### src/rtl/regfile_pkg.sv
// Shared register-file constants and the sweep/run FSM state type.
package regfile_pkg;

   localparam int REG_DATA_W = 32;   // register width
   localparam int REG_ADDR_W = 5;    // register address width
   localparam int REG_NUM    = 32;   // architectural register count

   localparam logic [REG_DATA_W-1:0] ZERO_WORD = '0;

   // CLEAR: post-reset sweep zeroing one entry per cycle; RUN: file usable
   typedef enum logic {
      CLEAR = 1'b0,
      RUN   = 1'b1
   } rf_state_t;

endpackage

### src/rtl/regfile.sv
// General-purpose register file: 2 combinational read ports, 1 synchronous
// write port, $0 hard-wired to zero. Storage is cleared by a post-reset sweep
// rather than a parallel reset so the array can map onto RAM-style logic.
module regfile
   import regfile_pkg::*;
#(
   parameter int DATA_W   = REG_DATA_W,
   parameter int ADDR_W   = REG_ADDR_W,
   parameter int NUM_REGS = REG_NUM
) (
   input  logic              clk,
   input  logic              rst,
   input  logic              we,
   input  logic [ADDR_W-1:0] waddr,
   input  logic [DATA_W-1:0] wdata,
   input  logic              re1,
   input  logic [ADDR_W-1:0] raddr1,
   output logic [DATA_W-1:0] rdata1,
   input  logic              re2,
   input  logic [ADDR_W-1:0] raddr2,
   output logic [DATA_W-1:0] rdata2,
   output logic              ready_o
);

   localparam logic [ADDR_W-1:0] LAST_IDX = ADDR_W'(NUM_REGS - 1);

   rf_state_t         state;
   logic [ADDR_W-1:0] clr_cnt;
   logic [DATA_W-1:0] regs [NUM_REGS];   // entry 0 is never written

   // Sweep FSM: reset restarts the sweep at entry 1; RUN is absorbing until rst
   always_ff @(posedge clk) begin
      if (rst) begin
         state   <= CLEAR;
         clr_cnt <= ADDR_W'(1);
      end else if (state == CLEAR) begin
         clr_cnt <= clr_cnt + ADDR_W'(1);
         if (clr_cnt == LAST_IDX)
            state <= RUN;
      end
   end

   // Storage: sweep zeroing in CLEAR, architectural writes only in RUN
   always_ff @(posedge clk) begin
      if (!rst) begin
         if (state == CLEAR)
            regs[clr_cnt] <= ZERO_WORD;
         else if (we && (waddr != '0))
            regs[waddr] <= wdata;
      end
   end

   assign ready_o = (state == RUN);

   // Read port 1: gated by reset/ready/enable, $0 forced, same-cycle write bypass
   always_comb begin
      rdata1 = ZERO_WORD;
      if (rst || !ready_o)
         rdata1 = ZERO_WORD;
      else if (!re1)
         rdata1 = ZERO_WORD;
      else if (raddr1 == '0)
         rdata1 = ZERO_WORD;
      else if (we && (waddr == raddr1))
         rdata1 = wdata;
      else
         rdata1 = regs[raddr1];
   end

   // Read port 2: identical to port 1
   always_comb begin
      rdata2 = ZERO_WORD;
      if (rst || !ready_o)
         rdata2 = ZERO_WORD;
      else if (!re2)
         rdata2 = ZERO_WORD;
      else if (raddr2 == '0)
         rdata2 = ZERO_WORD;
      else if (we && (waddr == raddr2))
         rdata2 = wdata;
      else
         rdata2 = regs[raddr2];
   end

endmodule
### config.mk
export PLATFORM = sky130hd
export DESIGN_NAME = regfile
export DESIGN_NICKNAME = d
export VERILOG_FILES = /design/src/rtl/regfile_pkg.sv /design/src/rtl/regfile.sv
export SDC_FILE = /design/constraint.sdc
export NUM_CORES = 1
export LEC_CHECK = 0
export CELL_PAD_IN_SITES_DETAIL_PLACEMENT = 0
export CELL_PAD_IN_SITES_GLOBAL_PLACEMENT = 1
export CORE_ASPECT_RATIO = 0.5
export CORE_MARGIN = 2
export CORE_UTILIZATION = 54
export CTS_CLUSTER_DIAMETER = 150
export CTS_CLUSTER_SIZE = 30
export DETAILED_ROUTE_END_ITERATION = 6
export PLACE_DENSITY_LB_ADDON = 0.05
export SLEW_MARGIN = 20
export SYNTH_ARGS = -nofsm -noshare
export SYNTH_HDL_FRONTEND = slang
export SYNTH_SLANG_ARGS = --single-unit
### constraint.sdc
create_clock -name clk -period 5.6 [get_ports clk]
set_input_delay 1.68 -clock clk [delete_from_list [all_inputs] [get_ports clk]]
set_output_delay 1.68 -clock clk [all_outputs]
set_load 0.01 [all_outputs]
==> results.md <==
* Status: finished clean
* TritonCTS clock tree: done
* Slew headroom at between 20 and 30%
* Post-Syn Instances at between 2000 and 3000
* Largest net degree at the start of global routing at 39
* Drt first-iter violations at 4175
* Number of distinct library cells after synthesis at between 40 and 50
* Starting Density at about 55%
* Root buf cell: clkbuf_16
* Yosys warning total at 0
* Mapped Nets at around 2700
* Critical path type: in2out
* Maximum clock rate at roughly 0.18 GHz
* Leak Pwr at ~0.018 uW
* M1 GR Usage at 48.8%
* Main area contributors after synthesis: edfxtp_1 (63%), mux4_2 (20%), mux2i_1 (5.1%)
* RSZ-0062 raised after global routing: true
* Gr ovfl total at 0
* Yosys top cell by area: edfxtp_1
* Final Hold Fails at 0
* Critical Path RT at approximately 3.9 ns
* Die Ht at around 220 um
* Max FO, Critical Path at 16
* Most used cell, CP: mux4_2
* Dpl hpwl at 98000 um
* Residual DRC at 0
* Yosys top cell area share at a little under two thirds
* Worst Setup Start Kind: primary input
* Post-CTS Hold Fix Bufs at 0
* Period utilization at about 100%
* Most frequent cells in the layout: edfxtp_1 (1024), mux4_2 (427), buf_4 (310)
* Vias at 30349
* PwrDens at between 200 and 250 nW/um^2
* Via-to-Cell Ratio at between 7 and 8
* P&R area growth vs syn at 17.4%
* H-tree depth at 2
* Final core occ at between 60 and 70%
* Final Max Slew Viols at 0
* Clock Path Buffers at 3
* Clock Latency Late Sink at between 0.6 and 0.7 ns
* Async SR Flop Fraction at 0%
* Crit-path cells: buf_16 > buf_4 > buf_12 > mux4_2 > mux4_2 > nor2b_1 > a211o_1 > dlygate4sd2_1
* Max-cap violation count at 0
* Rows at 77
* Post-DRT Antenna Nets at 0
* Primary FF master, synth: edfxtp_1
* Slowest stage delay, CP at approximately 0.52 ns
* Die X at around 430 um
* WL final at 158000 um
* Die ar. at roughly 90000 um^2
* Met2 usage at about half
* Clk_skew at 0.0363 ns
* Buffers on Ports at between 100 and 150
* Yosys reg bits at between 1000 and 1500
* Post-synth EDFFs at between 1000 and 1500
* CP arrival at 3.90 ns
* Total Power at about 14000 uW
* Max VDD drop at approximately 240 uV
* Final setup vio count at 0
* Vias in the first global route at around 30000
* Commonest non-fill, non-tap cell in the layout: edfxtp_1
* Hold Crit Class: reg2reg
* Worst path slowest cell: mux4_2
* Met3 Use GR at around a tenth
* Top-level I/O count at between 100 and 150
* Clk sinks at slightly above 1000
* Core area at between 80000 and 90000 um^2
* CTS buffer count at 40
* Worst-path clk slew at between 0.1 and 0.15 ns
* Least-Margin Pin Slew at roughly 1.1 ns
* Routed wire length per instance at between 30 and 40 um
* GPL Wtd Cong at slightly below 0.9
* Post-synth design cell area at between 40000 and 50000 um^2
* Synth Area per Inst at 18.2 um^2
* Initial antenna violation count at 6
* Sequential area share after synthesis at a little under two thirds
* Critical Path Sink Type: output pin
* First-pass GRT wire length at between 200000 and 250000 um
* Most crowded layer after global routing: met2
* GRT Overall Usage at 34.0%
* Layout cell share with drive strength beyond 1 at about a third
* Final nets at between 3000 and 4000
* Drt pass-1 iters at 6
* Fin crit period at 5.58 ns
critical path, delay by kind of cell:
family	cells	cell delay, ns
and+or+nand+nor	1	0.15
buffers and inverters	4	0.78
AOI/OAI and AO/OA	1	0.28
muxes	2	0.98
cell families after synthesis:
logic type                 Yosys count  synth area share [%]
AOI/OAI and AO/OA                  394                  5.68
xor gates and xnor gates            11                 0.199
adders and majority gates            2                0.0516
buffers and inverters              229                  2.28
DFF                               1030                  63.7
muxes                              672                  24.9
and+or+nand+nor                    325                  3.25
flip-flops by register name, indices dropped and copies added (netlist names):
register / count
ready_o: 1
regs: 1024
clr_cnt: 5
synthesized netlist by cell type (8+ instances only):
| library cell | count |
|---|---|
| buf_1 | 15 |
| o221ai_1 | 72 |
| nor2_1 | 72 |
| a211oi_1 | 48 |
| a22oi_1 | 33 |
| a31oi_1 | 32 |
| a21oi_1 | 44 |
| edfxtp_1 | 1024 |
| buf_2 | 48 |
| nor2b_1 | 14 |
| nor3_1 | 32 |
| mux4_2 | 427 |
| buf_4 | 33 |
| o22ai_1 | 82 |
| and2_1 | 34 |
| and3_1 | 21 |
| a211o_1 | 33 |
| or3_1 | 33 |
| mux2i_1 | 245 |
| buf_6 | 8 |
| o21ai_0 | 37 |
| clkbuf_1 | 118 |
| nand2b_1 | 10 |
| nand2_1 | 96 |
path summary, 6_finish.rpt:
kind / slack (ns) / startpoint / endpoint / cells past startpoint
setup / recovery: 0.02 / raddr2[0] / rdata2[3] / 8
hold / removal: 0.55 / clr_cnt[3] / clr_cnt[3] / 2
setup reg to reg: 2.37 / ready_o / regs[17][28] / 6
hold reg to reg: 0.55 / clr_cnt[3] / clr_cnt[3] / 2
per-layer routing:
layer	vias up	wire (um)
met5	-	70
met4	10	4370
met3	245	19900
met2	1831	71200
met1	16226	62400
li1	12037	-
where the power goes:
part | switching (uW) | internal [uW]
registers | 35.3 | 8430
clock network | 2340 | 1360
logic | 744 | 646
total | 3120 | 10400
through the flow:
stage | hold slack [ns] | TNS (ns) | cells | area [um^2] | worst slack [ns]
finish | 0.555 | 0 | 4226 | 56900 | 0.0237
global route | 0.599 | -0.112 | 4225 | 56900 | -0.0403
CTS | 0.551 | -0.0432 | 4210 | 56600 | -0.0219
detailed placement | 0.534 | -24.07 | 4133 | 54600 | -0.717
global placement | 0.513 | -23.95 | 4133 | 54600 | -0.709
floorplan | 0.479 | 0 | 2663 | 48500 | 0.461
layout make-up:
class                      instances  area (um^2)
timing repair buffer             549         5940
antenna                            1         2.50
clock buffer                      47         1050
multi-input combinational       1404        17500
sequential                      1030        30900
inverter                           7         28.8
tap                             1185         1480
clock inverter                     3         37.5
fill                            6174        31700
repair_timing:
action / 4_1_cts / 5_1_grt
pin swaps: 28 / 19
gates cloned: 4 / 4
setup buffers: 23 / 11
gates resized for setup: 222 / 66
endpoints found under the setup margin: 64 / 54
Power figures use the tool's default switching activity.
